File: src/rtl/seq_divider_if.sv
// Handshake and operand/result bundle between the ALU control sequencer
// (master) and the iterative divider (slave).
interface seq_divider_if #(
    parameter int WIDTH = 8
);
    logic             start;
    logic [WIDTH-1:0] dividend;
    logic [WIDTH-1:0] divisor;
    logic             busy;
    logic             done;
    logic [WIDTH-1:0] quotient;
    logic [WIDTH-1:0] remainder;
    logic             div_by_zero;

    modport master (
        output start, dividend, divisor,
        input  busy, done, quotient, remainder, div_by_zero
    );

    modport slave (
        input  start, dividend, divisor,
        output busy, done, quotient, remainder, div_by_zero
    );
endinterface

File: src/rtl/seq_divider.sv
// Iterative unsigned restoring divider: one trial subtraction per clock,
// WIDTH iterations per operation, start/busy/done handshake.
module seq_divider #(
    parameter int WIDTH = 8
) (
    input logic           clk,
    input logic           rst,
    seq_divider_if.slave  io_bus
);
    localparam int CW = (WIDTH > 2) ? $clog2(WIDTH) : 1;

    localparam logic [1:0] S_IDLE = 2'd0;
    localparam logic [1:0] S_RUN  = 2'd1;
    localparam logic [1:0] S_DONE = 2'd2;

    logic [1:0]       r_state;
    logic [WIDTH-1:0] r_rem;
    logic [WIDTH-1:0] r_quo;
    logic [WIDTH-1:0] r_divisor;
    logic [CW-1:0]    r_cnt;
    logic [WIDTH-1:0] r_quotient;
    logic [WIDTH-1:0] r_remainder;
    logic             r_div_by_zero;

    logic             w_accept;
    logic             w_last;
    logic [WIDTH-1:0] w_rem_sh;
    logic [WIDTH-1:0] w_quo_sh;
    logic [WIDTH:0]   w_trial;
    logic             w_borrow;
    logic [WIDTH-1:0] w_rem_nxt;
    logic [WIDTH-1:0] w_quo_nxt;

    assign w_accept  = io_bus.start && (r_state != S_RUN);
    assign w_last    = (r_cnt == CW'(WIDTH - 1));

    // Partial remainder stays below 2^k after k steps, so the shifted value fits WIDTH bits.
    assign w_rem_sh  = {r_rem[WIDTH-2:0], r_quo[WIDTH-1]};
    assign w_quo_sh  = {r_quo[WIDTH-2:0], 1'b0};
    assign w_trial   = {1'b0, w_rem_sh} - {1'b0, r_divisor};
    assign w_borrow  = w_trial[WIDTH];
    assign w_rem_nxt = w_borrow ? w_rem_sh : w_trial[WIDTH-1:0];
    assign w_quo_nxt = {w_quo_sh[WIDTH-1:1], ~w_borrow};

    // NOTE: state uses non-blocking assignments so every register samples pre-edge values.
    always_ff @(posedge clk or posedge rst) begin
        if (rst) begin
            r_state       <= S_IDLE;
            r_rem         <= '0;
            r_quo         <= '0;
            r_divisor     <= '0;
            r_cnt         <= '0;
            r_quotient    <= '0;
            r_remainder   <= '0;
            r_div_by_zero <= 1'b0;
        end else begin
            case (r_state)
                S_IDLE, S_DONE: begin
                    if (w_accept) begin
                        r_divisor <= io_bus.divisor;
                        r_rem     <= '0;
                        r_quo     <= io_bus.dividend;
                        r_cnt     <= '0;
                        r_state   <= S_RUN;
                    end else begin
                        r_state   <= S_IDLE;
                    end
                end
                S_RUN: begin
                    if (r_divisor == '0) begin
                        // Zero divisor: r_quo still holds the captured dividend.
                        r_quotient    <= '1;
                        r_remainder   <= r_quo;
                        r_div_by_zero <= 1'b1;
                        r_state       <= S_DONE;
                    end else begin
                        r_rem <= w_rem_nxt;
                        r_quo <= w_quo_nxt;
                        r_cnt <= r_cnt + 1'b1;
                        if (w_last) begin
                            r_quotient    <= w_quo_nxt;
                            r_remainder   <= w_rem_nxt;
                            r_div_by_zero <= 1'b0;
                            r_state       <= S_DONE;
                        end
                    end
                end
                default: r_state <= S_IDLE;
            endcase
        end
    end

    assign io_bus.busy        = (r_state == S_RUN);
    assign io_bus.done        = (r_state == S_DONE);
    assign io_bus.quotient    = r_quotient;
    assign io_bus.remainder   = r_remainder;
    assign io_bus.div_by_zero = r_div_by_zero;
endmodule

File: src/flat_wrapper.sv
// flat-port wrapper written by rule: the top's interface ports become plain ports
module seq_divider_flat 
#(
    parameter int WIDTH = 8
)
  (clk, rst, io_bus_start, io_bus_dividend, io_bus_divisor, io_bus_busy, io_bus_done, io_bus_quotient, io_bus_remainder, io_bus_div_by_zero);
  seq_divider_if #(.WIDTH(WIDTH)) io_bus_i ();
  input logic clk;
  input logic rst;
  input wire logic [$bits(io_bus_i.start)-1:0] io_bus_start;
  input wire logic [$bits(io_bus_i.dividend)-1:0] io_bus_dividend;
  input wire logic [$bits(io_bus_i.divisor)-1:0] io_bus_divisor;
  output wire logic [$bits(io_bus_i.busy)-1:0] io_bus_busy;
  output wire logic [$bits(io_bus_i.done)-1:0] io_bus_done;
  output wire logic [$bits(io_bus_i.quotient)-1:0] io_bus_quotient;
  output wire logic [$bits(io_bus_i.remainder)-1:0] io_bus_remainder;
  output wire logic [$bits(io_bus_i.div_by_zero)-1:0] io_bus_div_by_zero;
  assign io_bus_i.start = io_bus_start;
  assign io_bus_i.dividend = io_bus_dividend;
  assign io_bus_i.divisor = io_bus_divisor;
  assign io_bus_busy = io_bus_i.busy;
  assign io_bus_done = io_bus_i.done;
  assign io_bus_quotient = io_bus_i.quotient;
  assign io_bus_remainder = io_bus_i.remainder;
  assign io_bus_div_by_zero = io_bus_i.div_by_zero;
  seq_divider #(.WIDTH(WIDTH)) u_core (.clk(clk), .rst(rst), .io_bus(io_bus_i));
endmodule
File: config.mk
export PLATFORM = sky130hd
export DESIGN_NAME = seq_divider_flat
export DESIGN_NICKNAME = d
export VERILOG_FILES = /design/src/rtl/seq_divider_if.sv /design/src/rtl/seq_divider.sv /design/src/flat_wrapper.sv
export SDC_FILE = /design/constraint.sdc
export NUM_CORES = 1
export LEC_CHECK = 0
export ABC_CLOCK_PERIOD_IN_PS = 3100
export CAP_MARGIN = 10
export CORE_ASPECT_RATIO = 1.4
export CORE_MARGIN = 1
export CORE_UTILIZATION = 45
export DETAILED_ROUTE_END_ITERATION = 10
export GPL_TIMING_DRIVEN = 1
export PLACE_DENSITY_LB_ADDON = 0.05
export RECOVER_POWER = 100
export SETUP_SLACK_MARGIN = 0.3
export SLEW_MARGIN = 0
export SYNTH_ARGS = -nofsm -noshare
export SYNTH_HDL_FRONTEND = slang
export SYNTH_SLANG_ARGS = --single-unit
File: constraint.sdc
create_clock -name clk -period 3.1 [get_ports clk]
set_input_delay 0.31 -clock clk [delete_from_list [all_inputs] [get_ports clk]]
set_output_delay 0.31 -clock clk [all_outputs]
set_load 0.1 [all_outputs]
# ---- Yosys cells after proc, flatten, opt, wreduce, memory -nomap -nowiden
# Cells that the tools add are included.
dict set report totals {
  register_bits 45
  latch_bits 0
  mem_bits_rw 0
  rom_bits 0
  inputBits 19
  output_inout_bits 19
  word_cells 47
  memories 0
}
dict set report op_classes {
  n_addsub 2
  n_mul 0
  n_div 0
  magnitude_cmp 0
  n_eq_ne 7
  shift 0
  n_mux 20
  bitwise_logic 1
  n_reduce_logical 9
}
# op count
set op_table {}
lappend op_table {{2-to-1 mux 8 bit} 7}
lappend op_table {{case mux 8 bit (2 select lines)} 1}
lappend op_table {{2-to-1 mux 7 bit} 2}
lappend op_table {{case mux 7 bit (2 select lines)} 1}
lappend op_table {{subtractor 8 x 8 -> 9 bit} 1}
lappend op_table {{logical NOT 8 bit} 1}
lappend op_table {{2-to-1 mux 3 bit} 2}
lappend op_table {{case mux 3 bit (2 select lines)} 1}
lappend op_table {{2-to-1 mux 2 bit} 2}
lappend op_table {{!= test 2 x 1 -> 1 bit, second input constant} 2}
lappend op_table {{case mux 2 bit (2 select lines)} 1}
lappend op_table {{AND reduction 2 bit} 2}
lappend op_table {{nonzero test 2 bit} 2}
lappend op_table {{adder 3 x 1 -> 3 bit, second input constant} 1}
lappend op_table {{== test 3 bit, second input constant} 1}
lappend op_table {{2-to-1 mux 1 bit} 3}
lappend op_table {{!= test 3 x 1 -> 1 bit, second input constant} 1}
lappend op_table {{AND reduction 3 bit} 1}
lappend op_table {{== test 2 x 1 -> 1 bit, second input constant} 1}
lappend op_table {{== test 2 bit, second input constant} 1}
lappend op_table {{logical NOT 2 bit} 1}
lappend op_table {{!= test 2 bit, second input constant} 1}
lappend op_table {{OR reduction 2 bit} 1}
lappend op_table {{logical AND 1 bit} 1}
lappend op_table {{NOT 1 bit} 1}

# ---- Logic depth before layout (Yosys ltp)
dict set report depth {
  word_depth 4
  mapped_depth 11
  mapped_depth_nobuf 10
}

# ---- Worst setup path before layout
# OpenSTA, ideal clock, no wires.
dict set report synth_path {
  kind {reg2reg}
  start {register u_core.r_quo[7]}
  end {register u_core.r_remainder[5] (netlist: u_core.io_bus.remainder[5])}
  setup_time_ns 0.074
  t_arrival_ns 2.097
  setup_slack_ns 0.929
  path_stages_with_launch 12
  n_path_buf 1
  period_less_slack_ns 2.171
  cell_sequence {dfrtp_1 > inv_1 > ha_1 > inv_1 > fa_1 > a21oi_2 > nor2b_2 > a31o_1 > a21bo_1 > buf_6 > o31a_1 > o21ai_2}
}
dict set report synth_via {
  elab_chain_cells 4
}
# element line_no
set synth_rtl {}
lappend synth_rtl {{start: declaration} seq_divider.sv:18} ;# logic [WIDTH-1:0] r_quo;
lappend synth_rtl {{start signal: assignment} seq_divider.sv:62} ;# r_quo <= io_bus.dividend;
lappend synth_rtl {{start signal: assignment} seq_divider.sv:78} ;# r_quo <= w_quo_nxt;
lappend synth_rtl {{subtractor 8 x 8 -> 9 bit} seq_divider.sv:40} ;# assign w_trial = {1'b0, w_rem_sh} - {1'b0, r_divisor};
lappend synth_rtl {{2-to-1 mux 8 bit} seq_divider.sv:42} ;# assign w_rem_nxt = w_borrow ? w_rem_sh : w_trial[WIDTH-1:0];
lappend synth_rtl {{2-to-1 mux 8 bit} seq_divider.sv:80} ;# if (w_last) begin
lappend synth_rtl {{2-to-1 mux 8 bit} seq_divider.sv:70} ;# if (r_divisor == '0) begin
lappend synth_rtl {{end signal: assignment} seq_divider.sv:73} ;# r_remainder <= r_quo;
lappend synth_rtl {{end signal: assignment} seq_divider.sv:82} ;# r_remainder <= w_rem_nxt;
lappend synth_rtl {{end: declaration} seq_divider.sv:22} ;# logic [WIDTH-1:0] r_remainder;
# No other way between the ends. The select of a mux whose other input is x is not followed.
# A chain may end at the register's enable or synchronous reset.

# ---- Final worst setup path
dict set report layout_path {
  start {register u_core.r_quo[7]}
  end {register u_core.r_rem[0]}
}
dict set report layout_via {
  elab_chain_cells 4
}
# element line_no
set layout_rtl {}
lappend layout_rtl {{subtractor 8 x 8 -> 9 bit} seq_divider.sv:40}
lappend layout_rtl {{2-to-1 mux 8 bit *} seq_divider.sv:42}
lappend layout_rtl {{2-to-1 mux 7 bit *} seq_divider.sv:70}
lappend layout_rtl {{case mux 7 bit (2 select lines) *} seq_divider.sv:57} ;# case (r_state)
lappend layout_rtl {{end signal: assignment} seq_divider.sv:77} ;# r_rem <= w_rem_nxt;
lappend layout_rtl {{end: declaration} seq_divider.sv:17} ;# logic [WIDTH-1:0] r_rem;
# Mark *: on every way between the ends. The rest lies on a longest branch, timed or not. The select of a mux whose other input is x is not followed.

==> impl_metrics.py <==
metrics = {
    "run_status": {
        "status": "finished clean",
    },
    "cells_and_area": {
        "area_growth_pct": 20.4,
        "layout_common_cells": "dfrtp_1 (45), nand2_1 (37), o21ai_0 (27)",
        "diodes": 0,
        "layout_commonest_cell": "dfrtp_1",
        "drive_above_1_share": 0.0427,
        "nets": 311,
    },
    "yosys": {
        "synth_top_area_share": 0.488,
        "synth_fp_nets": 273,
        "synth_area_leader_cell": "dfrtp_1",
        "synth_cells": 242,
        "yosys_warnings": 0,
        "yosysUniqueCellTypes": 41,
        "synth_flop_cell": "dfrtp_1",
        "async_reset_ff_frac": 1.00,
        "synth_area_per_cell_um2": 9.54,
        "ys_seq_area_frac": 0.488,
        "synthTopCellsByArea": "dfrtp_1 (49%), ha_1 (6.0%), nand2_1 (5.9%), o21ai_0 (5.4%), nand3_1 (4.1%)",
        "syn-cell-area_um2": 2310,
        "ys_seq_elements": 45,
        "synth_edf_count": 0,
    },
    "timing": {
        "layout_min_cycle_time_ps": 2510,
        "tightest_slew_ps": 1370,
        "max_slew_margin": 0.0888,
        "finalSetupTns_ps": 0,
        "rsz0062_at_grt": "false",
        "final-setup-viol-count": 0,
        "hold_viol": 0,
        "max_freq_mhz": 398,
        "clock_skew_ps": 7.91,
        "period_share": 0.811,
        "maxSlewViolCount": 0,
    },
    "cts": {
        "clockRootBuffer": "clkbuf_8",
        "post-cts-setup-buffer-count": 0,
        "clk_path_buf_depth": 2,
        "cts_resized": 0,
        "clock_latency_ps": 300,
        "clkSinkCount": 45,
        "clkTransAtPathRegs_ps": 90,
        "cts_hold_buf": 0,
        "htreeDepth": 2,
        "cts_buffers": 5,
        "cts_tree": "built",
    },
    "critical_path": {
        "r2r_cells": 10,
        "worstSetupEndpoint": "u_core.r_rem[0]$_DFFE_PP0P_",
        "path_depth": 10,
        "path_cells": "inv_1 -> ha_1 -> inv_1 -> fa_1 -> a21oi_1 -> nor2b_2 -> a31o_1 -> a21bo_1 -> mux2_1 -> o21ai_0",
        "crit_type": "reg -> reg",
        "max_stage_delay_ps": 410,
        "crit_start": "u_core.r_quo[7]$_DFFE_PP0P_",
        "start_kind": "flip-flop",
        "worstPathMaxFanout": 11,
        "critPathBufInv": 2,
        "slowest_stage": "dfrtp_1",
        "path_common_cell": "inv_1",
        "crit_arrival_ps": 2730,
        "endpoint_kind": "flip-flop",
        "crit_required_ps": 3320,
        "reg2reg_to": "u_core.r_rem[0]$_DFFE_PP0P_",
        "reg2reg_slack_ps": 590,
        "rr_startpoint": "u_core.r_quo[7]$_DFFE_PP0P_",
        "crit_family": "compound AO/OA/AOI/OAI gates",
    },
    "global_routing": {
        "grt_antenna_before_repair": 0,
        "grt_usage": 0.215,
        "busiest_layer": "met2",
        "grt_util_met1": 0.260,
        "met3_usage": 0.0355,
        "grt_pass1_wl_um": 8960,
        "grt_overflow": 0,
        "grt_pass1_vias": 1874,
        "met2_usage": 0.373,
        "grt_max_degree": 26,
    },
    "placement": {
        "dpl.hpwl_um": 4060,
        "gp_congestion": 0.859,
        "io_buffers": 37,
    },
    "drt": {
        "drc_errors": 0,
        "dr_total_vias": 1889,
        "drt_iter0_drc": 55,
        "wire_per_inst_um": 15.5,
        "routed_wl_um": 5340,
        "ant_nets": 0,
        "dr.pass1.iters": 4,
        "vias_per_cell": 5.48,
    },
    "die": {
        "die_x_um": 62.6,
        "die-area_um2": 5430,
        "fp.dieH_um": 86.8,
        "row_count": 30,
        "coreArea_um2": 4880,
        "initial_core_util": 0.473,
        "io_pins": 38,
    },
    "run": {
        "drv_cap": 0,
    },
    "hold_path": {
        "hp-class": "reg -> reg",
    },
}
[cell usage after synthesis, types with 2 or more instances]
library cell,count
inv_1,18
o21a_1,3
nand3_1,19
o31a_1,2
nor4_1,2
nand2b_1,3
ha_1,11
o21ai_1,2
xor2_1,2
xnor2_1,2
o21ai_0,25
nand2_1,36
nor2b_1,3
dfrtp_1,45
a21oi_2,2
and2_1,2
o22a_1,3
nor2_1,12
o22ai_1,2
o21ai_2,2
a31oi_1,7
a22oi_1,8
buf_2,5
mux2i_1,6
clkbuf_1,4
[worst register-to-register path, delay by kind of cell, from the launching register on]
family	cells	cell delay, ps
simple gates	1	70
flops	1	410
mux	1	400
compound gates	4	880
buf+inv	2	140
fa+ha+maj	2	530
[worst min path at each step]
| stage | startpoint | slack (ps) | to | cells past startpoint |
|---|---|---|---|---|
| 3_3_place_gp | u_core.io_bus.div_by_zero$_DFFE_PP0P_ | 460 | u_core.io_bus.div_by_zero$_DFFE_PP0P_ | 2 |
| 6_report | u_core.io_bus.div_by_zero$_DFFE_PP0P_ | 470 | u_core.io_bus.div_by_zero$_DFFE_PP0P_ | 2 |
| 5_1_grt | u_core.io_bus.div_by_zero$_DFFE_PP0P_ | 500 | u_core.io_bus.div_by_zero$_DFFE_PP0P_ | 2 |
| 3_5_place_dp | u_core.io_bus.div_by_zero$_DFFE_PP0P_ | 470 | u_core.io_bus.div_by_zero$_DFFE_PP0P_ | 2 |
| 4_1_cts | rst | 370 | u_core.io_bus.quotient[2]$_DFFE_PP0P_ | 2 |
| 2_1_floorplan | io_bus_divisor[0] | 420 | u_core.r_divisor[0]$_DFFE_PP0P_ | 2 |
[cell type report]
| type | count | area (µm²) |
|---|---|---|
| repair buffers | 42 | 380 |
| clock inverters | 2 | 10.0 |
| flip-flops and latches | 45 | 1130 |
| fillers | 472 | 2100 |
| multi-input cells | 168 | 1040 |
| inverters | 18 | 67.6 |
| clock buffers | 6 | 72.6 |
| well taps | 64 | 80.1 |
[per-layer routing]
layer,up-vias,part of all wire
met5,-,0
met1,922,0.44
met3,12,0.027
met2,39,0.50
met4,0,0.030
li1,916,-
[state kept, by name (all words and copies together) (netlist names)]
signal and cells:
u_core.r_state 2, u_core.io_bus.div_by_zero 1, u_core.r_divisor 8, u_core.io_bus.remainder 8, u_core.r_quo 8, u_core.r_rem 7
u_core.io_bus.quotient 8, u_core.r_cnt 3
[per-stage QoR]
| stage | area, µm² | setup WS (ps) | hold slack, ps | util | std cells |
|---|---|---|---|---|---|
| global route | 2780 | 381 | 503 | 0.570 | 345 |
| finish | 2780 | 587 | 475 | 0.570 | 345 |
| global placement | 2730 | 711 | 459 | 0.560 | 337 |
| detailed placement | 2730 | 645 | 467 | 0.560 | 337 |
| CTS | 2820 | 650 | 372 | 0.577 | 345 |
| floorplan | 2310 | 929 | 415 | - | 242 |
[cells by family after synthesis]
| kind of cell | Yosys count | synth area share |
|---|---|---|
| AO/OA/AOI/OAI | 66 | 0.189 |
| XOR/XNOR | 4 | 0.0152 |
| adder cells (fa/ha/maj) | 12 | 0.0683 |
| buffers and inverters | 29 | 0.0547 |
| flip-flops | 45 | 0.488 |
| multiplexers | 7 | 0.0325 |
| AND/OR/NAND/NOR | 79 | 0.153 |
Power is left out: the tool's default activity adds up to more than one toggle a clock period on the data nets, which glitch-free logic cannot reach.
